===== src/rtl/alu_cmd_sequencer.sv =====
`default_nettype none
// ============================================================================
// Module : alu_cmd_sequencer
// Desc   : Buffers {func, data, last} commands in a FIFO and issues them to an
//          accumulator ALU datapath at one op per clock. Once the command
//          marked last has executed, the register value is presented as a
//          result with a valid/ready handshake.
// Rev    : 1.0  initial release
// ============================================================================
module alu_cmd_sequencer #(
  parameter int DEPTH        = 4,
  parameter bit CLR_ON_START = 1'b1
) (
  input  logic       Clock,
  input  logic       Reset_b,
  input  logic       cmd_valid,
  output logic       cmd_ready,
  input  logic [2:0] cmd_func,
  input  logic [3:0] cmd_data,
  input  logic       cmd_last,
  output logic       res_valid,
  input  logic       res_ready,
  output logic [7:0] res_data,
  output logic [2:0] alu_func,
  output logic [3:0] alu_data,
  output logic       alu_clr_b,
  input  logic [7:0] alu_q,
  output logic       busy,
  output logic [7:0] op_cnt
);

  localparam int         ADDR_W    = $clog2(DEPTH);
  localparam logic [2:0] FUNC_HOLD = 3'b111;
  localparam logic [7:0] CNT_MAX   = 8'hFF;

  typedef enum logic [1:0] {
    ST_IDLE   = 2'd0,
    ST_CLEAR  = 2'd1,
    ST_EXEC   = 2'd2,
    ST_RESULT = 2'd3
  } state_t;

  state_t              r_state;
  logic [7:0]          r_mem [DEPTH];
  logic [ADDR_W-1:0]   r_wr_ptr;
  logic [ADDR_W-1:0]   r_rd_ptr;
  logic [ADDR_W:0]     r_count;
  logic [7:0]          r_op_cnt;

  logic                w_full;
  logic                w_empty;
  logic                w_push;
  logic                w_pop;
  logic [7:0]          w_head;   // {last, func[2:0], data[3:0]}

  assign w_full    = (r_count == (ADDR_W + 1)'(DEPTH));
  assign w_empty   = (r_count == '0);
  assign w_head    = r_mem[r_rd_ptr];
  assign cmd_ready = Reset_b & ~w_full;
  assign w_push    = cmd_valid & cmd_ready;
  assign w_pop     = (r_state == ST_EXEC) & ~w_empty;
  assign op_cnt    = r_op_cnt;
  // The register only changes under EXEC ops or CLEAR, so it is stable in RESULT
  assign res_data  = alu_q;

  // Command storage; occupancy gates every read, so contents need no reset
  always_ff @(posedge Clock) begin
    if (w_push) begin
      r_mem[r_wr_ptr] <= {cmd_last, cmd_func, cmd_data};
    end
  end

  // FIFO pointers (wrap naturally at power-of-two depth) and occupancy
  always_ff @(posedge Clock) begin
    if (!Reset_b) begin
      r_wr_ptr <= '0;
      r_rd_ptr <= '0;
      r_count  <= '0;
    end else begin
      if (w_push) r_wr_ptr <= r_wr_ptr + 1'b1;
      if (w_pop)  r_rd_ptr <= r_rd_ptr + 1'b1;
      if (w_push && !w_pop) begin
        r_count <= r_count + 1'b1;
      end else if (w_pop && !w_push) begin
        r_count <= r_count - 1'b1;
      end
    end
  end

  // Program sequencing: IDLE -> (CLEAR) -> EXEC ... -> RESULT -> IDLE
  always_ff @(posedge Clock) begin
    if (!Reset_b) begin
      r_state  <= ST_IDLE;
      r_op_cnt <= 8'd0;
    end else begin
      case (r_state)
        ST_IDLE: begin
          if (!w_empty) begin
            r_op_cnt <= 8'd0;
            r_state  <= CLR_ON_START ? ST_CLEAR : ST_EXEC;
          end
        end
        ST_CLEAR: begin
          r_state <= ST_EXEC;
        end
        ST_EXEC: begin
          if (!w_empty) begin
            if (r_op_cnt != CNT_MAX) r_op_cnt <= r_op_cnt + 8'd1;
            if (w_head[7]) r_state <= ST_RESULT;
          end
        end
        ST_RESULT: begin
          if (res_ready) r_state <= ST_IDLE;
        end
        default: begin
          r_state <= ST_IDLE;
        end
      endcase
    end
  end

  // Datapath and handshake outputs decoded from registered state and FIFO head
  always_comb begin
    alu_func  = FUNC_HOLD;
    alu_data  = 4'd0;
    alu_clr_b = 1'b1;
    res_valid = 1'b0;
    busy      = (r_state != ST_IDLE);
    if (!Reset_b) begin
      alu_clr_b = 1'b0;
      busy      = 1'b0;
    end else begin
      case (r_state)
        ST_CLEAR: begin
          alu_clr_b = 1'b0;
        end
        ST_EXEC: begin
          if (!w_empty) begin
            alu_func = w_head[6:4];
            alu_data = w_head[3:0];
          end
        end
        ST_RESULT: begin
          res_valid = 1'b1;
        end
        default: begin
          alu_func = FUNC_HOLD;
        end
      endcase
    end
  end

endmodule
`default_nettype wire


===== config.mk =====
export PLATFORM = sky130hd
export DESIGN_NAME = alu_cmd_sequencer
export DESIGN_NICKNAME = d
export VERILOG_FILES = /design/src/rtl/alu_cmd_sequencer.sv
export SDC_FILE = /design/constraint.sdc
export NUM_CORES = 1
export LEC_CHECK = 0
export ABC_AREA = 1
export CORE_MARGIN = 2
export CORE_UTILIZATION = 40
export DETAILED_ROUTE_END_ITERATION = 10
export MAX_ROUTING_LAYER = met4
export SETUP_SLACK_MARGIN = 0.1
export SYNTH_ARGS = -nofsm -noshare
export SYNTH_HDL_FRONTEND = slang
export SYNTH_SLANG_ARGS = --single-unit

===== constraint.sdc =====
create_clock -name Clock -period 5.9 [get_ports Clock]
set_clock_uncertainty 0.15 [all_clocks]
set_input_delay 0.59 -clock Clock [delete_from_list [all_inputs] [get_ports Clock]]
set_output_delay 0.59 -clock Clock [all_outputs]
set_load 0.02 [all_outputs]

==> results of run 1 <==
==> worst paths after layout <==
kind	start	endpoint	cells past startpoint
hold / removal	r_rd_ptr[1]$_SDFFE_PN0P_	register	2
hold reg to reg	r_rd_ptr[1]$_SDFFE_PN0P_	register	2
setup reg to reg	r_state[0]$_SDFFE_PN0P_	r_count[1]$_SDFFE_PN0P_	10
setup / recovery	Reset_b	cmd_ready	4
==> routing by layer <==
| metal | GRT usage, % | routed length, um | vias to the layer above |
|---|---|---|---|
| li1 | - | - | 930 |
| met1 | 16.1 | 2050 | 773 |
| met2 | 24.0 | 2220 | 34 |
| met3 | 2.57 | 178 | 2 |
| met4 | 3.52 | 23 | 0 |
| met5 | - | 0 | - |
==> worst max-delay path, cell delays in order <==
cell and delay, ps:
clkdlybuf4s50_1 880, inv_1 280, a21oi_4 220, clkdlybuf4s50_1 630
==> cells by family (layout without fill, tap and decap cells) <==
kind of cell,Yosys count,in the layout
xor+xnor,1,1
compound gates,42,42
simple gates,117,117
fa+ha+maj,11,11
buf+inv,51,74
flops,51,51
==> placed cells by master, fill, tap and decap left out, drive strengths merged <==
master and count:
xor2 1, ha 10, fa 1, nand2 47
o21ai 23, a31oi 1, dfxtp 19, nor2 52
nor3 1, clkbuf 5, a21oi 15, clkdlybuf4s50 30
inv 36, nand3 12, o221ai 3, edfxtp 32
clkinvlp 1, clkinv 2, nand4 5
==> stage by stage <==
step | setup slack (ps) | hold slack (ps) | area (um^2)
floorplan | 3460 | 291 | 2570
global placement | 2490 | 309 | 2860
detailed placement | 2400 | 318 | 2860
CTS | 2540 | 334 | 2940
global route | 2440 | 361 | 2940
finish | 2540 | 327 | 2940
==> sequential cells by signal (all words and copies together), names as in the netlist, named ones only <==
signal and flops:
r_wr_ptr 2, r_count 3, r_state 2, r_rd_ptr 2, op_cnt 8, r_mem 32
==> power groups by stage <==
stage / Clock (mW) / Sequential [mW] / Combinational (mW)
floorplan: 0 / 0.454 / 0.301
global placement: 0 / 0.461 / 0.372
detailed placement: 0 / 0.461 / 0.372
CTS: 0.201 / 0.453 / 0.374
global route: 0.215 / 0.458 / 0.424
finish: 0.192 / 0.452 / 0.372
==> cell type report <==
cell class,instances,area [um^2],area share [%]
clock buffers,5,68.8,2.34
multi-input cells,171,980,33.3
well taps,77,96.3,3.27
clock inverters,3,20.0,0.680
repair buffers,30,300,10.2
flip-flops and latches,51,1340,45.6
inverters,36,138,4.67
==> impl_metrics.json, run 1 <==
{
  "antenna-diode-count": 0,
  "place_congestion": 0.825,
  "dp_hpwl_um": 3160,
  "synth.area.top_cells": "edfxtp_1 (37%), dfxtp_1 (15%), nor2_1 (6.9%), nand2_1 (5.4%), ha_1 (4.9%)",
  "start_util_pct": 40.9,
  "die_w_um": 84.1,
  "die_area_um2": 7080,
  "r2r_slack_ps": 3430,
  "synth_common_cells": "nor2_1 (47), nand2_1 (37), edfxtp_1 (32), inv_1 (29)",
  "synth-adder-area-share_pct": 5.65,
  "power_frac_comb_pct": 36.6,
  "p_sw_uw": 382,
  "muxShareOfSynthArea_pct": 0,
  "detail_route.wl_per_cell_um": 12.0,
  "vias": 1739,
  "grt_max_degree": 19,
  "swShare_pct": 37.6,
  "syn_area_um2": 2570,
  "grt_overflow": 0,
  "synth_warnings": 0,
  "min_path_type": "reg2reg",
  "worst_slew_pin_slew_ps": 785,
  "clk_latency_ps": 290,
  "syn-instance-count": 273,
  "track_usage_pct": 13.7,
  "synth.largest_area_cell": "edfxtp_1",
  "synthXorXnorAreaFrac_pct": 0.341,
  "rsz0062_at_grt": "false",
  "std_cell_rows": 29,
  "ys_seq_area_share_pct": 52.2,
  "numCtsBuffers": 5,
  "final_util_pct": 46.9,
  "cap_violations": 0,
  "min_period_ps": 3360,
  "ir_worst_vdd_mv": 0.209,
  "power.density_nw_per_um2": 345,
  "synth_seq_cells": 51,
  "worstSetupEndpointType": "output pin",
  "path_class": "in2out",
  "port_buffers": 30,
  "fillerInstances": 573,
  "clock_sinks": 51,
  "grt_pass1_wl_um": 7590,
  "ant_nets": 0,
  "crit_path_start_kind": "primary input",
  "slew_headroom_pct": 47.5,
  "status": "finished clean",
  "ys.flop_type": "edfxtp_1",
  "finalMaxSlewViolations": 0,
  "yosysUniqueCellTypes": 29,
  "yosysMostFrequentCell": "nor2_1",
  "hold_viol": 0,
  "p_clk_share_pct": 18.9,
  "syn2layout_area_growth_pct": 14.7,
  "dp.cells": 365,
  "root_buffer": "clkbuf_8",
  "final-setup-viol-count": 0,
  "p_int_uw": 634,
  "arrival_ps": 2620,
  "synth_compound_area_share_pct": 9.70,
  "nets": 326,
  "syn_avg_cell_area_um2": 9.40,
  "cts_setup_buffers": 0,
  "core_area_um2": 6280,
  "grt_pass1_vias": 1671,
  "ctsResizeCount": 0,
  "max_freq_mhz": 298,
  "period_share_pct": 56.9,
  "antenna_found_initial": 0,
  "cp.required_ps": 5160,
  "layout-drive-gt1-share_pct": 11.8,
  "clockBufferDepth": 2,
  "io_pins": 47,
  "die_h_um": 84.1,
  "drtIter0Drc": 88,
  "cts_tree": "built",
  "power_frac_seq_pct": 44.5,
  "cts_hold_buf": 0,
  "vias_per_cell": 4.66,
  "synth-simple-area-share_pct": 22.5,
  "dr.pass1.iters": 4,
  "leakagePower_nw": 1.11,
  "drcViolationCount": 0,
  "finalSetupTns_ps": 0,
  "routed_wl_um": 4470,
  "synth_edf_count": 32,
  "synth_top_family_by_area": "simple AND/OR/NAND/NOR gates",
  "instances_no_fill": 373,
  "critPathMaxFanout": 18,
  "h-tree-depth": 2,
  "design_power_total_mw": 1.02,
  "ys_async_sr_fraction_pct": 0,
  "yosysTopAreaCellShare_pct": 37.4,
  "clk_pin_slew_ps": 90,
  "synth_nets": 304
}
Note: power is estimated with default switching activity, not from simulation.
==> inputs of run 2 (changes only) <==
Clock period 5.9 ns to 3.3 ns, I/O delays scaled along.
==> run 2 against run 1 <==
Compared with the run above:
- wire length is 4.2% higher
- utilization is 0.62 points higher
- highest routed layer unchanged
- via count is 3.8% higher
- sequential share of layout area is 0.59 points lower
- register-to-register slack worse by 2500 ps
- largest power group unchanged
- count of clock-buffer cells in the layout stayed put
- combinational power is 81% higher
- first-iteration DRC count is 22% lower
- worst hold slack better by 4.8 ps
- sequential power is 79% higher
- setup slack worse by 2000 ps
==> impl_metrics.json, run 2 (synthesis gave the netlist of run 1 again) <==
{
  "status": "finished clean",
  "cpPeakStageDelay_ps": 620,
  "cp.buffers_inverters": 4,
  "design_power_total_mw": 1.91,
  "die_area_um2": 7080,
  "start_util_pct": 40.9,
  "worstSetupEndpointType": "output pin",
  "numCtsBuffers": 5,
  "root_buffer": "clkbuf_8",
  "top_register": "r_mem",
  "h-tree-depth": 2,
  "min_period_ps": 2720,
  "ir_worst_vdd_mv": 0.351,
  "track_usage_pct": 14.2,
  "antenna-diode-count": 0,
  "cp_slowest_cell": "clkdlybuf4s50_1",
  "rsz0062_at_grt": "false",
  "cts_hold_buf": 0,
  "dr.pass1.iters": 4,
  "layout-drive-gt1-share_pct": 12.8,
  "port_buffers": 30,
  "cp.required_ps": 2820,
  "clk_pin_slew_ps": 90,
  "critPathMaxFanout": 11,
  "min_path_type": "reg2reg",
  "power.density_nw_per_um2": 640,
  "slew_headroom_pct": 46.0,
  "leakagePower_nw": 1.13,
  "hold_viol": 0,
  "largest_register_ffs": 32,
  "syn2layout_area_growth_pct": 16.2,
  "most-common-layout-cells": "nor2_1 (47), nand2_1 (37), edfxtp_1 (32), clkdlybuf4s50_1 (30), inv_1 (29)",
  "final_common_cell": "nor2_1",
  "clockBufferDepth": 2,
  "period_share_pct": 82.6,
  "cap_violations": 0,
  "grt_pass1_wl_um": 7850,
  "grt_overflow": 0,
  "grt_max_degree": 18,
  "worst_slew_pin_slew_ps": 807,
  "cts_setup_buffers": 0,
  "vias_per_cell": 4.81,
  "drcViolationCount": 0,
  "final-setup-viol-count": 0,
  "path_delay_family": "buffers and inverters",
  "path_class": "reg2out",
  "clk_latency_ps": 290,
  "detail_route.wl_per_cell_um": 12.4,
  "core_area_um2": 6280,
  "max_freq_mhz": 367,
  "vias": 1805,
  "routed_wl_um": 4660,
  "crit_path_start_kind": "register",
  "drtIter0Drc": 69,
  "ctsResizeCount": 0,
  "place_congestion": 0.874,
  "fillerInstances": 589,
  "grt_pass1_vias": 1709,
  "crit_chain": "inv_1 > ha_1 > buf_4 > inv_2 > a21oi_4 > nand2_2 > a21oi_1 > clkdlybuf4s50_1",
  "die_w_um": 84.1,
  "std_cell_rows": 29,
  "finalSetupTns_ps": 0,
  "dp_hpwl_um": 3290,
  "ant_nets": 0,
  "io_pins": 47,
  "finalMaxSlewViolations": 0,
  "clock_sinks": 51,
  "cts_tree": "built",
  "arrival_ps": 2240,
  "antenna_found_initial": 0,
  "die_h_um": 84.1,
  "nets": 328,
  "final_util_pct": 47.5
}
## run 2: cell types whose count changed in the layout (fill, tap and decap cells not counted), sizes merged
cell / change
bufinv: +1
buf: +2
clkinvlp: -1
## run 2: worst register-to-register path: cells and delay by family (launching register included)
kind	cells	cell delay [ps]
adder cells (fa/ha/maj)	3	710
buffers and inverters	5	530
AO/OA/AOI/OAI	5	520
flip-flops	1	370
## run 2: cell type report
| class | count | area, um^2 | share of cell area [%] |
|---|---|---|---|
| Inverter | 36 | 138 | 4.61 |
| Multi-Input combinational cell | 171 | 980 | 32.8 |
| Clock inverter | 3 | 43.8 | 1.47 |
| Sequential cell | 51 | 1340 | 45.0 |
| Clock buffer | 5 | 68.8 | 2.31 |
| Timing Repair Buffer | 32 | 315 | 10.6 |
| Tap cell | 77 | 96.3 | 3.23 |
## run 2: path summary, 6_finish.rpt
path	endpoint	depth (start not counted)	slack, ps	start
max	alu_data[0]	8	580	r_state[0]$_SDFFE_PN0P_
min reg2reg	r_rd_ptr[1]$_SDFFE_PN0P_	2	330	r_rd_ptr[1]$_SDFFE_PN0P_
min	r_rd_ptr[1]$_SDFFE_PN0P_	2	330	r_rd_ptr[1]$_SDFFE_PN0P_
max reg2reg	r_count[2]$_SDFFE_PN0P_	13	920	r_state[0]$_SDFFE_PN0P_
## run 2: stage by stage
stage | hold WS [ps] | std cells | setup slack [ps] | area, um^2
finish | 332 | 375 | 575 | 2980
global route | 352 | 375 | 440 | 2980
CTS | 333 | 375 | 574 | 2980
detailed placement | 317 | 367 | 732 | 2870
global placement | 307 | 367 | 783 | 2870
floorplan | 279 | 273 | 1110 | 2570
## run 2: metal layers
layer  routed length [um]  GRT usage, %  vias up
met5                    0             -        -
met4                   39          4.25        0
met3                  158          2.87        4
met2                 2260          23.6       35
met1                 2210          17.6      832
li1                     -             -      934
## run 2: report_power, final
group | total [mW] | internal [mW] | switching (mW)
Sequential | 0.811 | 0.738 | 0.0727
Clock | 0.426 | 0.226 | 0.200
Combinational | 0.672 | 0.251 | 0.421
==> inputs of run 3 (changes only) <==
Settings changed: PLACE_DENSITY from default to 0.66.
Clock period 3.3 ns to 2.4 ns, I/O delays scaled along.
==> run 3 against run 2 <==
Compared with the run above:
- worst hold slack got worse by 10 ps
- power rose by 33%
- non-clock buffer count rose by 9
- die area did not move
- largest cell class unchanged
- combinational power rose by 42%
- wire length fell by 2.2%
- critical path type unchanged
- count of clock-buffer cells in the layout did not move
- critical path depth fell by 1
- clock power rose by 11%
- global-route usage rose by 0.13 points
- sequential power rose by 36%
==> impl_metrics.json, run 3 (synthesis gave the netlist of run 1 again) <==
{
  "min_period_ps": 2180,
  "arrival_ps": 1790,
  "cap_violations": 0,
  "crit_chain": "inv_1 > ha_1 > inv_2 > a21oi_4 > nand2_2 > a21oi_1 > clkdlybuf4s15_1",
  "die_w_um": 84.1,
  "slew_headroom_pct": 76.3,
  "instances_no_fill": 384,
  "vias": 1811,
  "largest_register_ffs": 32,
  "min_path_type": "reg2reg",
  "power.density_nw_per_um2": 842,
  "clk_latency_ps": 300,
  "critPathMaxFanout": 5,
  "dp_slack_ps": -27.1,
  "cp_slowest_cell": "dfxtp_2",
  "place_congestion": 0.809,
  "port_buffers": 30,
  "dp_hpwl_um": 3290,
  "nets": 337,
  "track_usage_pct": 14.4,
  "syn2layout_area_growth_pct": 17.1,
  "antenna_found_initial": 0,
  "ant_nets": 0,
  "design_power_total_mw": 2.53,
  "status": "finished clean",
  "cpPeakStageDelay_ps": 340,
  "numCtsBuffers": 5,
  "std_cell_rows": 29,
  "cts_tree": "built",
  "routed_wl_um": 4560,
  "rsz0062_at_grt": "true",
  "io_pins": 47,
  "grt_max_degree": 17,
  "final-setup-viol-count": 0,
  "die_h_um": 84.1,
  "max_freq_mhz": 458,
  "path_class": "reg2out",
  "clockBufferDepth": 2,
  "core_area_um2": 6280,
  "drcViolationCount": 0,
  "clk_pin_slew_ps": 90,
  "most-common-layout-cells": "nor2_1 (47), nand2_1 (37), edfxtp_1 (32), inv_1 (29), clkdlybuf4s50_1 (23)",
  "placed_cell_area_um2": 2940,
  "final_area_um2": 3010,
  "seq_area_um2": 1340,
  "multiInputGateArea_um2": 980,
  "worst_slack_ps": 216,
  "top_register": "r_mem",
  "cp.buffers_inverters": 3,
  "dr.pass1.iters": 4,
  "start_util_pct": 40.9,
  "leakagePower_nw": 1.17,
  "final_common_cell": "nor2_1",
  "drtIter0Drc": 62,
  "period_share_pct": 91.0,
  "worstSetupEndpointType": "output pin",
  "clock_sinks": 51,
  "layout-drive-gt1-share_pct": 16.6,
  "detail_route.wl_per_cell_um": 11.9,
  "worst_slew_pin_slew_ps": 355,
  "vias_per_cell": 4.72,
  "path_delay_family": "buffers and inverters",
  "final_util_pct": 47.9,
  "die_area_um2": 7080,
  "grt_overflow": 0,
  "cp.required_ps": 2010,
  "dp.cells": 376,
  "crit_path_start_kind": "register",
  "cts_setup_buffers": 0,
  "finalMaxSlewViolations": 0,
  "h-tree-depth": 2,
  "grt_pass1_vias": 1746,
  "r2r_slack_ps": 240,
  "grt_pass1_wl_um": 7850,
  "fillerInstances": 584,
  "root_buffer": "clkbuf_8",
  "hold_viol": 0,
  "antenna-diode-count": 0,
  "ir_worst_vdd_mv": 0.497
}
## run 3: final cells by class
class,count,area share (%)
sequential,51,44.7
clock inverter,3,0.666
inverter,36,4.58
multi-input combinational,171,32.6
timing repair buffer,41,12.0
tap,77,3.21
clock buffer,5,2.29
## run 3: final timing paths
check / start / to / cells past startpoint
hold reg to reg: r_rd_ptr[1]$_SDFFE_PN0P_ / register / 2
hold / removal: r_rd_ptr[1]$_SDFFE_PN0P_ / register / 2
setup / recovery: r_state[0]$_SDFFE_PN0P_ / alu_data[1] / 7
setup reg to reg: r_count[0]$_SDFFE_PN0P_ / r_count[2]$_SDFFE_PN0P_ / 11
## run 3: routing by layer
| layer | global-route usage, % | wire, um | vias to the layer above |
|---|---|---|---|
| met2 | 23.8 | 2220 | 37 |
| li1 | - | - | 948 |
| met4 | 5.87 | 68 | 0 |
| met5 | - | 0 | - |
| met3 | 2.87 | 232 | 7 |
| met1 | 17.1 | 2040 | 819 |
## run 3: repair_timing
item | in CTS | in global routing
resized for setup | 7 | 15
endpoints found under the setup margin | 7 | 7
hold buffers | 0 | 0
## run 3: stage by stage
| step | hold slack [ps] | setup TNS (ps) |
|---|---|---|
| floorplan | 189 | 0 |
| global placement | 305 | 0 |
| detailed placement | 314 | -27.1 |
| CTS | 325 | 0 |
| global route | 330 | 0 |
| finish | 322 | 0 |
## run 3: worst min-delay path, stage by stage, from the launching register on
cell,delay [ps]
dfxtp_1,310
inv_1,60
a21oi_1,70
## run 3: where the power goes
part	internal [mW]	total, mW	switching (mW)
Combinational	0.360	0.957	0.596
Sequential	1.02	1.10	0.0847
Clock	0.203	0.472	0.268
Total	1.58	2.53	0.949
